### src/rtl/alu_cmd_driver.sv
// ---------------------------------------------------------------------------
// alu_cmd_driver
//
// Purpose:
//   Queues ALU commands in a small FIFO and drives them one at a time into an
//   external registered ALU. Each command is issued for one cycle, its result
//   is captured, and a response is offered on a valid/ready interface. An ALU
//   error flag produces an error response, pulses the ALU reset for one cycle
//   and bumps a saturating error counter.
//
// Ports:
//   clk         in   single clock, all state changes on rising edge
//   rst         in   asynchronous active-high reset
//   cmd_valid   in   command offered
//   cmd_ready   out  command FIFO can accept (not full)
//   cmd_a/b     in   operands, BITS wide
//   cmd_op      in   3-bit opcode, forwarded unmodified to the ALU
//   alu_a/b     out  operands to the ALU
//   alu_opcode  out  opcode to the ALU
//   alu_rst     out  ALU reset (rst, or one cycle after an ALU error)
//   alu_out     in   ALU registered result
//   alu_status  in   ALU error flag (1 = error)
//   rsp_valid   out  response offered
//   rsp_ready   in   response accepted
//   rsp_data    out  result (0 on error)
//   rsp_op      out  opcode of the command being answered
//   rsp_err     out  response is an error
//   busy        out  FSM not idle or FIFO not empty
//   err_count   out  number of ALU errors seen, saturating at 255
// ---------------------------------------------------------------------------
module alu_cmd_driver #(
    parameter int BITS  = 16,
    parameter int DEPTH = 4
) (
    input  logic            clk,
    input  logic            rst,

    input  logic            cmd_valid,
    output logic            cmd_ready,
    input  logic [BITS-1:0] cmd_a,
    input  logic [BITS-1:0] cmd_b,
    input  logic [2:0]      cmd_op,

    output logic [BITS-1:0] alu_a,
    output logic [BITS-1:0] alu_b,
    output logic [2:0]      alu_opcode,
    output logic            alu_rst,
    input  logic [BITS-1:0] alu_out,
    input  logic            alu_status,

    output logic            rsp_valid,
    input  logic            rsp_ready,
    output logic [BITS-1:0] rsp_data,
    output logic [2:0]      rsp_op,
    output logic            rsp_err,

    output logic            busy,
    output logic [7:0]      err_count
);

    localparam int AW = (DEPTH > 1) ? $clog2(DEPTH) : 1;
    localparam logic [AW:0]   C_FULL    = (AW + 1)'(DEPTH);
    localparam logic [AW-1:0] C_LAST    = AW'(DEPTH - 1);

    typedef enum logic [2:0] {
        S_IDLE    = 3'd0,
        S_ISSUE   = 3'd1,
        S_CAPTURE = 3'd2,
        S_RECOVER = 3'd3,
        S_RESPOND = 3'd4
    } state_t;

    state_t r_state;
    state_t w_next_state;

    // FIFO storage and bookkeeping
    logic [BITS-1:0] r_mem_a  [DEPTH];
    logic [BITS-1:0] r_mem_b  [DEPTH];
    logic [2:0]      r_mem_op [DEPTH];
    logic [AW-1:0]   r_wr_ptr;
    logic [AW-1:0]   r_rd_ptr;
    logic [AW:0]     r_count;

    logic w_full;
    logic w_empty;
    logic w_push;
    logic w_pop;

    // Registered outputs
    logic [BITS-1:0] r_alu_a;
    logic [BITS-1:0] r_alu_b;
    logic [2:0]      r_alu_opcode;
    logic [BITS-1:0] r_rsp_data;
    logic [2:0]      r_rsp_op;
    logic            r_rsp_err;
    logic [7:0]      r_err_count;

    assign w_full  = (r_count == C_FULL);
    assign w_empty = (r_count == '0);
    // Readiness is purely occupancy based, so a pop in the same cycle never
    // opens room for a push when the FIFO is full.
    assign w_push  = cmd_valid && !w_full;
    // Only one command in flight: the head is popped only from IDLE.
    assign w_pop   = (r_state == S_IDLE) && !w_empty;

    // -----------------------------------------------------------------------
    // FIFO storage (contents need no reset, occupancy guards them)
    // -----------------------------------------------------------------------
    always_ff @(posedge clk) begin
        if (w_push) begin
            r_mem_a[r_wr_ptr]  <= cmd_a;
            r_mem_b[r_wr_ptr]  <= cmd_b;
            r_mem_op[r_wr_ptr] <= cmd_op;
        end
    end

    // -----------------------------------------------------------------------
    // FIFO pointers and occupancy
    // -----------------------------------------------------------------------
    always_ff @(posedge clk or posedge rst) begin
        if (rst) begin
            r_wr_ptr <= '0;
            r_rd_ptr <= '0;
            r_count  <= '0;
        end else begin
            if (w_push) begin
                r_wr_ptr <= (r_wr_ptr == C_LAST) ? '0 : r_wr_ptr + 1'b1;
            end
            if (w_pop) begin
                r_rd_ptr <= (r_rd_ptr == C_LAST) ? '0 : r_rd_ptr + 1'b1;
            end
            case ({w_push, w_pop})
                2'b10:   r_count <= r_count + 1'b1;
                2'b01:   r_count <= r_count - 1'b1;
                default: r_count <= r_count;
            endcase
        end
    end

    // -----------------------------------------------------------------------
    // FSM state register
    // -----------------------------------------------------------------------
    always_ff @(posedge clk or posedge rst) begin
        if (rst) begin
            r_state <= S_IDLE;
        end else begin
            r_state <= w_next_state;
        end
    end

    // -----------------------------------------------------------------------
    // FSM next-state logic
    // -----------------------------------------------------------------------
    always_comb begin
        w_next_state = r_state;
        case (r_state)
            S_IDLE: begin
                if (!w_empty) begin
                    w_next_state = S_ISSUE;
                end
            end
            S_ISSUE: begin
                // The ALU registers its inputs at the end of this cycle.
                w_next_state = S_CAPTURE;
            end
            S_CAPTURE: begin
                w_next_state = alu_status ? S_RECOVER : S_RESPOND;
            end
            S_RECOVER: begin
                w_next_state = S_RESPOND;
            end
            S_RESPOND: begin
                if (rsp_ready) begin
                    w_next_state = S_IDLE;
                end
            end
            default: begin
                w_next_state = S_IDLE;
            end
        endcase
    end

    // -----------------------------------------------------------------------
    // ALU drive registers: loaded on pop, held otherwise
    // -----------------------------------------------------------------------
    always_ff @(posedge clk or posedge rst) begin
        if (rst) begin
            r_alu_a      <= '0;
            r_alu_b      <= '0;
            r_alu_opcode <= '0;
            r_rsp_op     <= '0;
        end else if (w_pop) begin
            r_alu_a      <= r_mem_a[r_rd_ptr];
            r_alu_b      <= r_mem_b[r_rd_ptr];
            r_alu_opcode <= r_mem_op[r_rd_ptr];
            r_rsp_op     <= r_mem_op[r_rd_ptr];
        end
    end

    // -----------------------------------------------------------------------
    // Response capture; held through RESPOND until the handshake
    // -----------------------------------------------------------------------
    always_ff @(posedge clk or posedge rst) begin
        if (rst) begin
            r_rsp_data <= '0;
            r_rsp_err  <= 1'b0;
        end else if (r_state == S_CAPTURE) begin
            r_rsp_data <= alu_status ? '0 : alu_out;
            r_rsp_err  <= alu_status;
        end
    end

    // -----------------------------------------------------------------------
    // Saturating error counter, bumped once per error in RECOVER
    // -----------------------------------------------------------------------
    always_ff @(posedge clk or posedge rst) begin
        if (rst) begin
            r_err_count <= '0;
        end else if ((r_state == S_RECOVER) && (r_err_count != 8'hFF)) begin
            r_err_count <= r_err_count + 8'd1;
        end
    end

    assign cmd_ready  = !w_full;
    assign alu_a      = r_alu_a;
    assign alu_b      = r_alu_b;
    assign alu_opcode = r_alu_opcode;
    // The ALU is reset together with this block and for the single RECOVER
    // cycle after an error.
    assign alu_rst    = rst || (r_state == S_RECOVER);
    assign rsp_valid  = (r_state == S_RESPOND);
    assign rsp_data   = r_rsp_data;
    assign rsp_op     = r_rsp_op;
    assign rsp_err    = r_rsp_err;
    assign busy       = (r_state != S_IDLE) || !w_empty;
    assign err_count  = r_err_count;

endmodule

### config.mk
export PLATFORM = sky130hd
export DESIGN_NAME = alu_cmd_driver
export DESIGN_NICKNAME = d
export VERILOG_FILES = /design/src/rtl/alu_cmd_driver.sv
export SDC_FILE = /design/constraint.sdc
export NUM_CORES = 1
export LEC_CHECK = 0
export CAP_MARGIN = 20
export CORE_MARGIN = 3
export CORE_UTILIZATION = 45
export CTS_CLUSTER_SIZE = 10
export DETAILED_ROUTE_END_ITERATION = 7
export PLACE_DENSITY = 0.68
export SLEW_MARGIN = 20
export SYNTH_ARGS = -nofsm -noshare
export SYNTH_HDL_FRONTEND = slang
export SYNTH_SLANG_ARGS = --single-unit
### constraint.sdc
create_clock -name clk -period 5 [get_ports clk]
set_input_delay 1.5 -clock clk [delete_from_list [all_inputs] [get_ports clk]]
set_output_delay 1.5 -clock clk [all_outputs]
set_load 0.03 [all_outputs]
==> results of run 1 <==
kinds of logic after synthesis:
kind of cell / Yosys count / share of synthesized area, %
fa+ha+maj: 8 / 1.31
simple gates: 69 / 4.54
xor+xnor: 4 / 0.428
mux: 81 / 16.5
buf+inv: 33 / 2.51
compound gates: 27 / 1.94
flops: 210 / 72.7
layer usage:
| layer | routed length, um | GRT usage, % | vias up |
|---|---|---|---|
| li1 | - | - | 1921 |
| met1 | 6450 | 20.6 | 2120 |
| met2 | 7060 | 25.0 | 123 |
| met3 | 936 | 3.32 | 24 |
| met4 | 256 | 4.18 | 0 |
| met5 | 0 | 0 | - |
power groups by stage:
stage          clock, mW  sequential [mW]  combinational [mW]
6_report            1.57             2.71                2.46
3_3_place_gp           0             2.72                2.46
5_1_grt             1.69             2.79                2.64
4_1_cts             1.61             2.73                2.51
3_5_place_dp           0             2.76                2.50
2_1_floorplan          0             3.05                1.38
flip-flops by register name (all words and copies together) (netlist names):
signal and count:
r_wr_ptr 2, alu_b 16, r_mem_b 64, rsp_err 1, r_rd_ptr 2, rsp_data 16, err_count 8, r_mem_op 12
r_count 3, r_state 3, rsp_op 3, alu_a 16, r_mem_a 64
final cells by class:
class                           instances  area (um^2)  area share, %
Clock buffer                           44          707           6.88
Clock inverter                          1         8.76         0.0853
Inverter                               10         41.3          0.402
Multi-Input combinational cell        189         2030           19.8
Sequential cell                       210         5960           58.0
Tap cell                              225          282           2.74
Timing Repair Buffer                  125         1240           12.1
cells in the mapped netlist (3+ instances only):
library cell | instances | area [um^2]
clkbuf_1 | 5 | 18.8
nor3_1 | 5 | 25.0
buf_4 | 4 | 30.0
a21oi_1 | 3 | 15.0
mux2_2 | 37 | 417
and3_1 | 5 | 31.3
o21ai_1 | 12 | 60.1
nand2b_1 | 19 | 119
mux4_2 | 28 | 631
o21ai_0 | 4 | 20.0
edfxtp_1 | 140 | 4200
mux4_1 | 7 | 184
buf_6 | 8 | 90.1
nand2_1 | 24 | 90.1
ha_1 | 7 | 87.6
inv_1 | 10 | 37.5
nor2_1 | 5 | 18.8
buf_2 | 5 | 25.0
mux2_4 | 6 | 90.1
dfrtp_1 | 70 | 1750
final timing paths:
kind	end	slack (ns)
max in group asynchronous	r_rd_ptr[1]$_DFFE_PP0P_	2.69
worst min-delay path	rsp_data[9]$_DFFE_PP0N_	0.48
worst max register to register	r_count[2]$_DFFE_PP0P_	2.52
worst min register to register	rsp_data[9]$_DFFE_PP0N_	0.48
worst max-delay path	alu_rst	1.17
min in group asynchronous	err_count[5]$_DFFE_PP0P_	1.67
worst max-delay path, delay by kind of cell:
| family | cells | cell delay (ns) |
|---|---|---|
| buffers and inverters | 3 | 0.77 |
| AND/OR/NAND/NOR | 1 | 0.07 |
layout by cell type (no fill, tap or decap), drive strengths merged, types with 2 or more instances in the layout:
master	n
a211oi	2
a21oi	3
and3	5
buf	4
clkbuf	44
clkdlybuf4s50	121
dfrtp	70
edfxtp	140
ha	7
inv	9
mux2	44
mux2i	2
mux4	35
nand2	24
nand2b	19
nand3	2
nor2	5
nor3	6
o21ai	16
or3b	2
xnor2	2
xor2	2
per-stage QoR:
step	cell area (um^2)	cells	total power [mW]	util (%)	hold slack, ns
2_1_floorplan	8190	432	4.44	-	0.455
3_5_place_dp	9560	759	5.25	54.5	0.474
4_1_cts	10300	804	6.85	58.6	0.486
6_report	10300	804	6.74	58.6	0.482
3_3_place_gp	9560	759	5.18	54.5	0.467
5_1_grt	10300	804	7.12	58.6	0.513
==> reports/metrics.cfg, run 1 <==
[finish]
area_growth_pct = 25.5
nets = 625
drive_above_1_share_pct = 19.5
n_fill_cell = 1328
antenna_cells = 0

[yosys]
synth.distinct_cells = 42
async_flop_share_pct = 33.3
synth-edff-count = 140
syn_nets = 496
synth_cells = 432
synth-seq-cells = 210
ys.flop_type = edfxtp_1
ys_seq_area_share_pct = 72.7
syn_avg_cell_area_um2 = 19.0
yosys_warnings = 0
synth.cell_area_mm2 = 0.00819

[global_routing]
track_usage_pct = 15.2
antenna_found_initial = 0
global_route.overflow_total = 0
grt_pass1_wl_um = 23900
first_global_vias = 4490
grt_max_degree = 71

[power]
p_sw_mw = 2.19
switching_share_pct = 32.4
p_leak_nw = 3.73
sequentialPowerShare_pct = 40.3
power.density_mw_per_mm2 = 656
ir_drop_v = 0.000344
combPwrFrac_pct = 36.5
clkPwrFrac_pct = 23.3
p_int_mw = 4.55

[timing]
hold_violations = 0
fin_ws_ns = 1.17
fin_crit_ns = 3.83
finalCritPeriodShare_pct = 76.6
setup_violations = 0
final.setup_skew_ns = 0.0146
setup_tns_ns = 0
timing.slew.headroom_pct = 34.8
max_freq_mhz = 261
tightest_slew_ns = 0.977
rsz0062_at_grt = false
maxSlewViolCount = 0

[place]
hpwl_um = 8990
port_buffers = 122
place_congestion = 0.786
dp_slack_ns = 1.16

[clocking]
cts_resized = 0
post-cts-setup-buffers = 0
clkTransAtPathRegs_ns = 0.05
cts_made_buffers = 25
cts.sinks = 210
cts_buffer_depth = 3
worstSkewPairLatency_ns = 0.50
cts_hold_buf = 0
tritoncts = built
htreeDepth = 1
root_buffer = clkbuf_16

[setup_path]
cp_slowest_stage_delay_ns = 0.51
worst_setup_path_end_kind = output port
path_class = in2out
path_cells = clkdlybuf4s50_1 -> clkinvlp_4 -> nand2_1 -> buf_4
crit_path_start_kind = input port
worst-path-max-fanout = 2
slowest_stage = clkdlybuf4s50_1
worst-r2r-cell-count = 10
cp-startpoint = rst
required_ns = 3.50
cp.arrival_ns = 2.33
r2r_start = r_count[0]$_DFFE_PP0P_

[drt]
wirelength_um = 14700
drtIter0Drc = 180
drc_errors = 0
ant_nets = 0
via_count = 4188
via_per_inst = 5.21
first_pass_iters = 4
drt-wirelength-per-cell_um = 18.3

[job]
maxCapViolCount = 0

[floorplanning]
num_rows = 48
dieArea_mm2 = 0.0198
die_w_um = 141
die_h_um = 141
core_mm2 = 0.0175
io_pins = 123
start_util_pct = 46.7

[hold_path]
hold_depth = 2
hold_start = rsp_data[9]$_DFFE_PP0N_
min_path_type = reg2reg

[outcome]
status = finished, final reports clean

(Power assumes the default switching activity.)
==> inputs of run 2 (changes only) <==
==> constraint.sdc (replaced) <==
create_clock -name clk -period 3.6 [get_ports clk]
set_input_delay 1.08 -clock clk [delete_from_list [all_inputs] [get_ports clk]]
set_output_delay 1.08 -clock clk [all_outputs]
set_load 0.03 [all_outputs]
==> reports/metrics.cfg, run 2 (same netlist as run 1, synthesis figures left out) <==
[global_routing]
global_route.overflow_total = 0  ; unchanged
antenna_found_initial = 0  ; unchanged
grt_max_degree = 71  ; unchanged
first_global_vias = 4535  ; +1.0%
track_usage_pct = 15.5  ; +0.32 points
grt_pass1_wl_um = 24500  ; +2.4%

[clocking]
cts.sinks = 210  ; unchanged
htreeDepth = 1  ; unchanged
clkTransAtPathRegs_ns = 0.05  ; about the same
cts_made_buffers = 25  ; unchanged
cts_buffer_depth = 3  ; unchanged
cts_hold_buf = 0  ; unchanged
worstSkewPairLatency_ns = 0.52  ; +0.02 ns
tritoncts = built
cts_resized = 0  ; unchanged
root_buffer = clkbuf_16
post-cts-setup-buffers = 0  ; unchanged

[place]
place_congestion = 0.794  ; +1.0%
hpwl_um = 9490  ; +5.6%
port_buffers = 122  ; unchanged

[floorplanning]
io_pins = 123  ; unchanged
num_rows = 48  ; unchanged
die_h_um = 141  ; unchanged
dieArea_mm2 = 0.0198  ; unchanged
core_mm2 = 0.0175  ; unchanged
die_w_um = 141  ; unchanged
start_util_pct = 46.7  ; unchanged

[job]
maxCapViolCount = 0  ; unchanged

[drt]
drtIter0Drc = 117  ; -35%
drt-wirelength-per-cell_um = 18.7  ; +2.1%
via_per_inst = 5.19  ; -0.43%
ant_nets = 0  ; unchanged
via_count = 4175  ; -0.31%
first_pass_iters = 4  ; unchanged
wirelength_um = 15000  ; +2.2%
drc_errors = 0  ; unchanged

[timing]
maxSlewViolCount = 0  ; unchanged
timing.slew.headroom_pct = 33.1  ; -1.7 points
timing.hold.ws_ns = 0.486  ; +0.00341 ns
finalCritPeriodShare_pct = 87.0
setup_violations = 0  ; unchanged
max_freq_mhz = 319
setup_tns_ns = 0  ; unchanged
fin_crit_ns = 3.13
final.setup_skew_ns = 0.0142  ; -0.000460 ns
hold_violations = 0  ; unchanged
tightest_slew_ns = 1.00  ; +0.0262 ns
rsz0062_at_grt = false

[finish]
top_regs = r_mem_a (64), r_mem_b (64)
layout_commonest_cell = edfxtp_1
final_cell_mix = 140 x edfxtp_1, 121 x clkdlybuf4s50_1, 68 x dfrtp_1, 37 x mux2_2, 28 x mux4_2
drive_above_1_share_pct = 20.5  ; +1.0 points
n_fill_cell = 1323  ; -0.38%
area_growth_pct = 26.5
antenna_cells = 0  ; unchanged
nets = 629  ; +0.64%

[setup_path]
crit_path_start_kind = flip-flop
required_ns = 2.52  ; -0.98 ns
rrSetupSlack_ns = 1.32  ; -1.20 ns
worst-path-max-fanout = 6  ; +4
cp.arrival_ns = 2.05  ; -0.28 ns
path_class = reg2out
worst_setup_path_end_kind = output port

[outcome]
status = finished, final reports clean

[power]
ir_drop_v = 0.000577  ; +68%
power.density_mw_per_mm2 = 913  ; +39%
p_leak_nw = 3.77  ; +1.0%

[hold_path]
min_path_type = reg2reg

-- run 2: cell count changes in the layout (fill, tap and decap cells not counted) --
cell and change:
buf_12 +4, clkbuf_1 -4, inv_16 +1, nand2_1 -1, nand2_2 +1
-- run 2: routing by layer --
layer / global-route usage (%) / vias to the layer above / wire length [um]
met1: 20.3 / 2108 / 6510
met5: 0 / - / 0
li1: - / 1918 / -
met3: 3.73 / 25 / 832
met4: 3.47 / 0 / 261
met2: 26.5 / 124 / 7420
-- run 2: cell type report --
type	instances	area [um^2]	share of cell area, %
flip-flops and latches	210	5960	57.5
inverters	10	41.3	0.399
multi-input cells	189	2040	19.7
repair buffers	129	1320	12.8
clock inverters	2	28.8	0.278
clock buffers	40	692	6.68
well taps	225	282	2.72
-- run 2: power breakdown --
| part | switching, mW | total, mW | leakage (nW) | internal [mW] |
|---|---|---|---|---|
| registers | 0.494 | 3.82 | 2.14 | 3.33 |
| clock network | 0.898 | 2.21 | 0.346 | 1.31 |
| logic | 1.70 | 3.43 | 1.29 | 1.72 |
| total | 3.10 | 9.46 | 3.77 | 6.36 |
-- run 2: through the flow --
step,cell area [um^2],setup WS [ns],cells,power (mW),utilization [%]
5_1_grt,10400,0.387,805,9.97,59.1
3_5_place_dp,9640,0.626,763,7.37,55.0
3_3_place_gp,9640,0.624,763,7.26,55.0
6_report,10400,0.466,805,9.46,59.1
2_1_floorplan,8190,0.0168,432,6.17,-
4_1_cts,10400,0.436,805,9.61,59.1
-- run 2: worst paths after layout --
kind / start / to / cells past startpoint
worst max-delay path: r_count[0]$_DFFE_PP0P_ / cmd_ready / 2
worst min-delay path: rsp_data[11]$_DFFE_PP0N_ / rsp_data[11]$_DFFE_PP0N_ / 2
worst max register to register: r_rd_ptr[0]$_DFFE_PP0P_ / alu_a[15]$_DFFE_PP0P_ / 3
worst min register to register: rsp_data[11]$_DFFE_PP0N_ / rsp_data[11]$_DFFE_PP0N_ / 2
max in group asynchronous: rst / r_rd_ptr[1]$_DFFE_PP0P_ / 3
min in group asynchronous: rst / rsp_data[15]$_DFFE_PP0N_ / 3
-- run 2: critical path, stage by stage, from the launching register on --
cell	delay, ns
dfrtp_1	0.41
or3b_1	0.48
clkdlybuf4s50_1	0.65
